$ cat config.mk
export PLATFORM = sky130hd
export DESIGN_NAME = fetch_stage_flat
export DESIGN_NICKNAME = d
export VERILOG_FILES = /design/src/rtl/fetch_stage_if.sv /design/src/rtl/fetch_stage.sv /design/src/flat_wrapper.sv
export SDC_FILE = /design/constraint.sdc
export NUM_CORES = 1
export LEC_CHECK = 0
export BUFFER_PORTS_ARGS = -buffer_cell sky130_fd_sc_hd__buf_4
export CAP_MARGIN = 20
export CORE_MARGIN = 2
export CORE_UTILIZATION = 44
export DETAILED_ROUTE_END_ITERATION = 10
export GPL_TIMING_DRIVEN = 1
export PLACE_DENSITY = 0.77
export SLEW_MARGIN = 20
export SYNTH_ARGS = -nofsm -noshare
export SYNTH_HDL_FRONTEND = slang
export SYNTH_SLANG_ARGS = --single-unit
$ cat constraint.sdc
create_clock -name clk -period 2.3 [get_ports clk]
set_input_delay 0.46 -clock clk [delete_from_list [all_inputs] [get_ports clk]]
set_output_delay 0.46 -clock clk [all_outputs]
set_load 0.01 [all_outputs]
$ cat src/rtl/fetch_stage_if.sv
// Instruction-memory bus between the fetch stage and instruction memory.
interface fetch_stage_if;
    logic        imem_req;
    logic [15:0] imem_addr;
    logic [15:0] imem_data;
    logic        imem_valid;

    modport master (
        output imem_req,
        output imem_addr,
        input  imem_data,
        input  imem_valid
    );

    modport slave (
        input  imem_req,
        input  imem_addr,
        output imem_data,
        output imem_valid
    );
endinterface

$ cat src/rtl/fetch_stage.sv
// Instruction-fetch stage: owns the PC, issues instruction-memory requests,
// and loads the fetch/decode register consumed by decode.
//
// state  | meaning
// FETCH  | requesting the word at pc, accepting it when imem_valid
// DRAIN  | redirect pending; waiting out a stale miss before jumping to target
// HALTED | HLT fetched; no requests until flush or rst
module fetch_stage #(
    parameter logic [15:0] RESET_PC   = 16'h0000,
    parameter logic [15:0] NOP_INSTR  = 16'hE000,
    parameter logic [3:0]  HLT_OPCODE = 4'hF
) (
    input  logic               clk,
    input  logic               rst,
    input  logic               stall,
    input  logic               flush,
    input  logic [15:0]        branch_pc,
    fetch_stage_if.master      bus,
    output logic [15:0]        curr_pc_fd,
    output logic [15:0]        curr_instr_fd,
    output logic               valid_fd,
    output logic               halted,
    output logic               fetch_busy
);

    typedef enum logic [1:0] {
        FETCH  = 2'd0,
        DRAIN  = 2'd1,
        HALTED = 2'd2
    } state_t;

    state_t      state, state_n;
    logic [15:0] pc, pc_n;
    logic [15:0] target, target_n;
    logic [15:0] pc_fd_n, instr_fd_n;
    logic        valid_fd_n;
    logic [15:0] branch_al;

    // Redirect targets are forced to halfword alignment.
    assign branch_al = {branch_pc[15:1], 1'b0};

    // Request side is combinational so a new pc is presented the cycle it loads.
    assign bus.imem_req  = (state != HALTED) && !rst;
    assign bus.imem_addr = pc;
    assign fetch_busy    = bus.imem_req && !bus.imem_valid;
    assign halted        = (state == HALTED);

    // State, PC, redirect target and fetch/decode register.
    always_ff @(posedge clk) begin
        if (rst) begin
            state         <= FETCH;
            pc            <= RESET_PC;
            target        <= 16'h0000;
            curr_pc_fd    <= 16'h0000;
            curr_instr_fd <= NOP_INSTR;
            valid_fd      <= 1'b0;
        end else begin
            state         <= state_n;
            pc            <= pc_n;
            target        <= target_n;
            curr_pc_fd    <= pc_fd_n;
            curr_instr_fd <= instr_fd_n;
            valid_fd      <= valid_fd_n;
        end
    end

    // Next-state logic; flush outranks stall, which outranks normal fetch.
    always_comb begin
        state_n    = state;
        pc_n       = pc;
        target_n   = target;
        pc_fd_n    = curr_pc_fd;
        instr_fd_n = curr_instr_fd;
        valid_fd_n = valid_fd;

        case (state)
            FETCH: begin
                if (flush) begin
                    pc_fd_n    = 16'h0000;
                    instr_fd_n = NOP_INSTR;
                    valid_fd_n = 1'b0;
                    if (bus.imem_valid) begin
                        pc_n = branch_al;
                    end else begin
                        target_n = branch_al;
                        state_n  = DRAIN;
                    end
                end else if (!stall) begin
                    if (bus.imem_valid) begin
                        pc_fd_n    = pc;
                        instr_fd_n = bus.imem_data;
                        valid_fd_n = 1'b1;
                        if (bus.imem_data[15:12] == HLT_OPCODE) begin
                            state_n = HALTED;
                        end else begin
                            pc_n = pc + 16'd2;
                        end
                    end else begin
                        pc_fd_n    = 16'h0000;
                        instr_fd_n = NOP_INSTR;
                        valid_fd_n = 1'b0;
                    end
                end
            end

            DRAIN: begin
                if (flush) begin
                    target_n = branch_al;
                end
                if (flush || !stall) begin
                    pc_fd_n    = 16'h0000;
                    instr_fd_n = NOP_INSTR;
                    valid_fd_n = 1'b0;
                end
                // The stale word is dropped; the newest redirect wins.
                if (bus.imem_valid) begin
                    pc_n    = flush ? branch_al : target;
                    state_n = FETCH;
                end
            end

            HALTED: begin
                if (flush) begin
                    pc_n    = branch_pc;
                    state_n = FETCH;
                end
                if (flush || !stall) begin
                    pc_fd_n    = 16'h0000;
                    instr_fd_n = NOP_INSTR;
                    valid_fd_n = 1'b0;
                end
            end

            default: begin
                state_n = FETCH;
            end
        endcase
    end

endmodule

$ cat src/flat_wrapper.sv
// flat-port wrapper written by rule: the top's interface ports become plain ports
module fetch_stage_flat 
#(
    parameter logic [15:0] RESET_PC   = 16'h0000,
    parameter logic [15:0] NOP_INSTR  = 16'hE000,
    parameter logic [3:0]  HLT_OPCODE = 4'hF
)
  (clk, rst, stall, flush, branch_pc, curr_pc_fd, curr_instr_fd, valid_fd, halted, fetch_busy, bus_imem_req, bus_imem_addr, bus_imem_data, bus_imem_valid);
  fetch_stage_if bus_i ();
  input  logic clk;
  input  logic rst;
  input  logic stall;
  input  logic flush;
  input  logic [15:0] branch_pc;
  output logic [15:0] curr_pc_fd;
  output logic [15:0] curr_instr_fd;
  output logic valid_fd;
  output logic halted;
  output logic fetch_busy;
  output wire logic [$bits(bus_i.imem_req)-1:0] bus_imem_req;
  output wire logic [$bits(bus_i.imem_addr)-1:0] bus_imem_addr;
  input wire logic [$bits(bus_i.imem_data)-1:0] bus_imem_data;
  input wire logic [$bits(bus_i.imem_valid)-1:0] bus_imem_valid;
  assign bus_imem_req = bus_i.imem_req;
  assign bus_imem_addr = bus_i.imem_addr;
  assign bus_i.imem_data = bus_imem_data;
  assign bus_i.imem_valid = bus_imem_valid;
  fetch_stage #(.RESET_PC(RESET_PC), .NOP_INSTR(NOP_INSTR), .HLT_OPCODE(HLT_OPCODE)) u_core (.clk(clk), .rst(rst), .stall(stall), .flush(flush), .branch_pc(branch_pc), .bus(bus_i), .curr_pc_fd(curr_pc_fd), .curr_instr_fd(curr_instr_fd), .valid_fd(valid_fd), .halted(halted), .fetch_busy(fetch_busy));
endmodule
Yosys cells after proc, flatten, opt, wreduce, memory -nomap -nowiden
Cells that the tools add are included.
- reduce and logical (&&, ||, !) cells: 15
- multiplexer cells: 35
- equal/unequal tests: 15
- $add $sub $neg: 1
- operator list (kind ; number):
    16-bit 2-to-1 mux ; 18
    16-bit one-hot mux with 2 select lines ; 3
    16-bit one-hot mux with 3 select lines ; 1
    16-bit by 2-bit adder with 16-bit output (second input constant) ; 1
    2-bit 2-to-1 mux ; 7
    2-bit inequality test (second input constant) ; 6
    3-bit inequality test (second input constant) ; 4
    6-bit AND reduction ; 2
    2-bit one-hot mux with 3 select lines ; 1
    3-bit AND reduction ; 2
    4-bit equality test (second input constant) ; 1
    1-bit 2-to-1 mux ; 4
    2-bit nonzero test ; 2
    1-bit logical NOT ; 3
    3-bit by 2-bit inequality test with 1-bit output (second input constant) ; 1
    3-bit nonzero test ; 1
    2-bit by 1-bit equality test with 1-bit output (second input constant) ; 1
    2-bit equality test (second input constant) ; 1
    1-bit logical AND ; 2
    2-bit logical NOT ; 1
    2-bit by 1-bit inequality test with 1-bit output (second input constant) ; 1
    1-bit one-hot mux with 2 select lines ; 1
    2-bit OR reduction ; 1
    1-bit logical OR ; 1
- word-level logic and storage cells: 72
- flip-flop bits (word level): 67
- output and inout bits: 52

Depth between registers and ports, before layout
- depth after elaboration: 6
- mapped depth: 10

Worst setup path before layout
Ideal clock, no wire load.
- kind: register to register
- start point: reg u_core.state[1]
- end point: reg u_core.curr_pc_fd[10]
- stages on the path, launching flop included: 11
- arrival time: 1.906 ns
- setup time: 0.128 ns
- path buffers: 3
- period minus slack after synthesis: 2.034 ns
- data required time: 2.172 ns
- slack: 0.266 ns
- path through: dfxtp_1 > inv_1 > ha_1 > clkbuf_1 > nor2_1 > o21ba_2 > and3_1 > buf_2 > buf_2 > a22oi_1 > nor2_1
- longest elaborated chain between the ends: 4
- elaborated cells between the ends (all ways): 9
- ends and longest elaborated chain (what ; RTL line ; source):
    start, declared ; fetch_stage.sv:32 ; state_t state, state_n;
    start signal, assigned ; fetch_stage.sv:58 ; state <= state_n;
    2-bit equality test / 2-bit by 1-bit equality test with 1-bit output (equally long branches) ; fetch_stage.sv:76 ; case (state)
    2-bit OR reduction (no source line) ; n/a ;
    2-bit by 1-bit inequality test with 1-bit output (no source line) / 2-bit nonzero test (equally long branches) ; n/a ;
    3-bit AND reduction (no source line) ; n/a ;
    end signal, assigned ; fetch_stage.sv:61 ; curr_pc_fd <= pc_fd_n;
    end, declared ; fetch_stage.sv:19 ; output logic [15:0] curr_pc_fd,
Several ways; a longest one is shown, not always the timed one.
A chain may end at the register's enable or synchronous reset.

Final worst setup path
- start point: reg u_core.state[1]
- end point: reg u_core.pc[9], in the netlist u_core.bus.imem_addr[9]
- longest elaborated chain between the ends: 3
- elaborated cells between the ends (all ways): 11
- ends and longest elaborated chain (what ; RTL line ; source):
    2-bit by 1-bit equality test with 1-bit output, or another cell as far along ; fetch_stage.sv:76 ;
    2-bit inequality test (no source line), or another cell as far along ; n/a ;
    6-bit AND reduction (no source line) ; n/a ;
    end signal, assigned ; fetch_stage.sv:59 ; pc <= pc_n;
    end, declared ; fetch_stage.sv:33 ; logic [15:0] pc, pc_n;
Several ways; a longest one is shown, not always the timed one.

==> metrics.txt <==
Synth top area share=41.2%; grt total ovfl=0; final hold vios=0; worst reg2reg path depth=8; number of global-route vias before repair=3,026; Synth Warn #=0; Peak VDD IR=0.420 mV; Die W=90.1 um; Unique masters post-synth=52; headroom to the max-slew limit=74.7%; IO Port Bufs=88; initial antenna violation count=0; pwr dens=637 nW/um^2; static leakage=1.80 nW; Initial DRC Count=255; Most Crowded Layer GR=met2; clock skew=11.3 ps; first-pass GRT wire length=14,500 um; ANT nets after route=0; CP max stage cell=dfxtp_1; diode count=0; most frequent cells in the layout=buf_4, dfxtp_1, nor2_1, a22oi_1, a21oi_1; largest net degree at the start of global routing=45; drt first pass iters=6; startpoint type of the worst setup path=register; Buf/Inv on CP=2; Post-Synthesis Cells=377; synthesized area=3260 sq um; max-cap check violation count=0; #FFs+latches synth=67; synth-to-layout area growth=28.0%; CTS tree=built; critical path class=register to register; EDFF count, synth=0; met3 Resource Use GR=4.69%; Pwr Total=2.66 mW; Synth area leaders=dfxtp_1, a22oi_1, nor2_1; top_reg_cell synth=dfxtp_1; crit path DAT=2350 ps; via count=3,146; outcome=completed; Core ar.=7210 sq um; io pins=89; fin crit period=2120 ps; clock buffer depth=2; # DRC=0; syn avg cell area=8.64 sq um; HP Class=input pin to register; wirelength, routed=8660 um; layout cells sized above 1=28.4%; R2R Setup Slk=180 ps; Reg-to-Reg Start=u_core.state[1]; Rows=31; unrepaired setup endpoints after global routing=false; final worst-path cycle share=92.4%; routed len/inst=15.3 um; hold_sp=bus_imem_data[13]; GR Util met1=28.4%; Slew @ Worst Pin=378 ps; vias per cell=5.58; GP Congestion=0.929; GR Util met2=35.3%; crit end category=register; worst path cell trace=inv_1 > ha_1 > buf_4 > a21o_1 > or2_2 > a21oi_1 > a31o_2 > a211oi_1; Die ar.=8110 sq um; fmax=0.471 GHz; clock sink count=67; Syn Nets=420; register area share after synthesis=41.2%; leading area contributor after synthesis=dfxtp_1; total global-route track usage=21.8%; hold path cells=3; Final #Nets=503; post-DP HPWL=5880 um; critical path's largest stage delay=430 ps; Worst-Skew Late Latency=340 ps; Final Max Tran Viols=0; commonest non-fill, non-tap cell in the layout=buf_4; critical path required time=2530 ps; kind of cell adding the most delay to the critical path=compound AO/OA/AOI/OAI gates; Vert. Die Dim=90.1 um; Setup TNS=0 ps; H-Tree Depth=3; final setup violation count=0; register clock-pin slew on the reported worst setup and hold paths=70 ps; CTS Buf Count=9; effective utilization at floorplan=45.2%; Worst Hold Path EP=u_core.curr_instr_fd[13]; Synth async-reset ratio=0%; CP max FO=13; clk root buf=clkbuf_8; RR Endpoint=u_core.bus.imem_addr[9]
-- where the power goes --
part,switching (mW),total [mW],internal [mW]
logic,0.286,0.538,0.252
clock network,0.436,0.823,0.388
registers,0.0714,1.29,1.22
total,0.794,2.66,1.86
-- how the worst max path moves through the flow --
stage / from / depth (start not counted) / to / slack, ps
floorplan: u_core.state[1] / 10 / u_core.curr_pc_fd[10] / 270
global placement: u_core.state[1] / 7 / u_core.bus.imem_addr[12] / 170
detailed placement: u_core.state[1] / 6 / u_core.bus.imem_addr[14] / 50
CTS: u_core.state[1] / 6 / u_core.bus.imem_addr[14] / 30
global route: u_core.state[0] / 5 / fetch_busy / 70
finish: u_core.state[1] / 8 / u_core.bus.imem_addr[9] / 180
-- cell families after synthesis --
| logic type | Yosys count | share of synthesized area, % |
|---|---|---|
| flops | 67 | 41.2 |
| simple gates | 129 | 19.0 |
| xor+xnor | 5 | 1.34 |
| mux | 22 | 6.87 |
| buf+inv | 37 | 5.53 |
| fa+ha+maj | 6 | 2.30 |
| compound gates | 111 | 23.8 |
-- what timing repair did --
action                                 in CTS  in global routing
setup endpoints to repair                   0                  8
hold buffers                                0                  0
buffers inserted                            0                  0
resized for setup                           0                  1
endpoints found under the hold margin       0                  0
-- sequential cells by signal, indices dropped and copies added, names as in the netlist --
| register | flops |
|---|---|
| u_core.curr_pc_fd | 16 |
| u_core.curr_instr_fd | 16 |
| u_core.valid_fd | 1 |
| u_core.state | 2 |
| u_core.target | 16 |
| u_core.bus.imem_addr | 16 |
-- routing by layer --
metal	share of wire, %	vias to the layer above
met5	0	-
met4	1.7	0
met3	5.7	14
met2	49	110
met1	44	1490
li1	-	1532
-- tightest hold or removal path, stage by stage --
cell and delay, ps:
buf_4 80, o22ai_1 50, nand2b_1 60
-- metrics by stage --
| stage | std cells | setup slack [ps] | hold slack (ps) | utilization (%) | instance area, sq um |
|---|---|---|---|---|---|
| 2_1_floorplan | 377 | 266 | 459 | - | 3260 |
| 6_report | 564 | 175 | 339 | 57.8 | 4170 |
| 5_1_grt | 564 | 67.9 | 334 | 57.8 | 4170 |
| 3_3_place_gp | 548 | 175 | 448 | 55.6 | 4010 |
| 3_5_place_dp | 548 | 47.6 | 459 | 55.6 | 4010 |
| 4_1_cts | 564 | 29.3 | 331 | 57.7 | 4160 |
-- Yosys cell counts (5+ instances only) --
library cell / instances
a211oi_1: 5
a21oi_1: 27
a221oi_1: 9
a22oi_1: 31
buf_2: 9
clkbuf_1: 16
dfxtp_1: 67
ha_1: 6
inv_1: 7
mux2i_1: 19
nand2_1: 25
nand2b_1: 5
nand3_1: 5
nor2_1: 58
nor3_1: 11
o21ai_0: 11
-- cell type report --
class,count,area [sq um]
clock buffer,13,139
clock inverter,3,15.0
fill,689,3050
inverter,7,26.3
multi-input combinational,273,1750
sequential,67,1340
tap,99,124
timing repair buffer,102,778
Note: power is estimated with default switching activity, not from simulation.
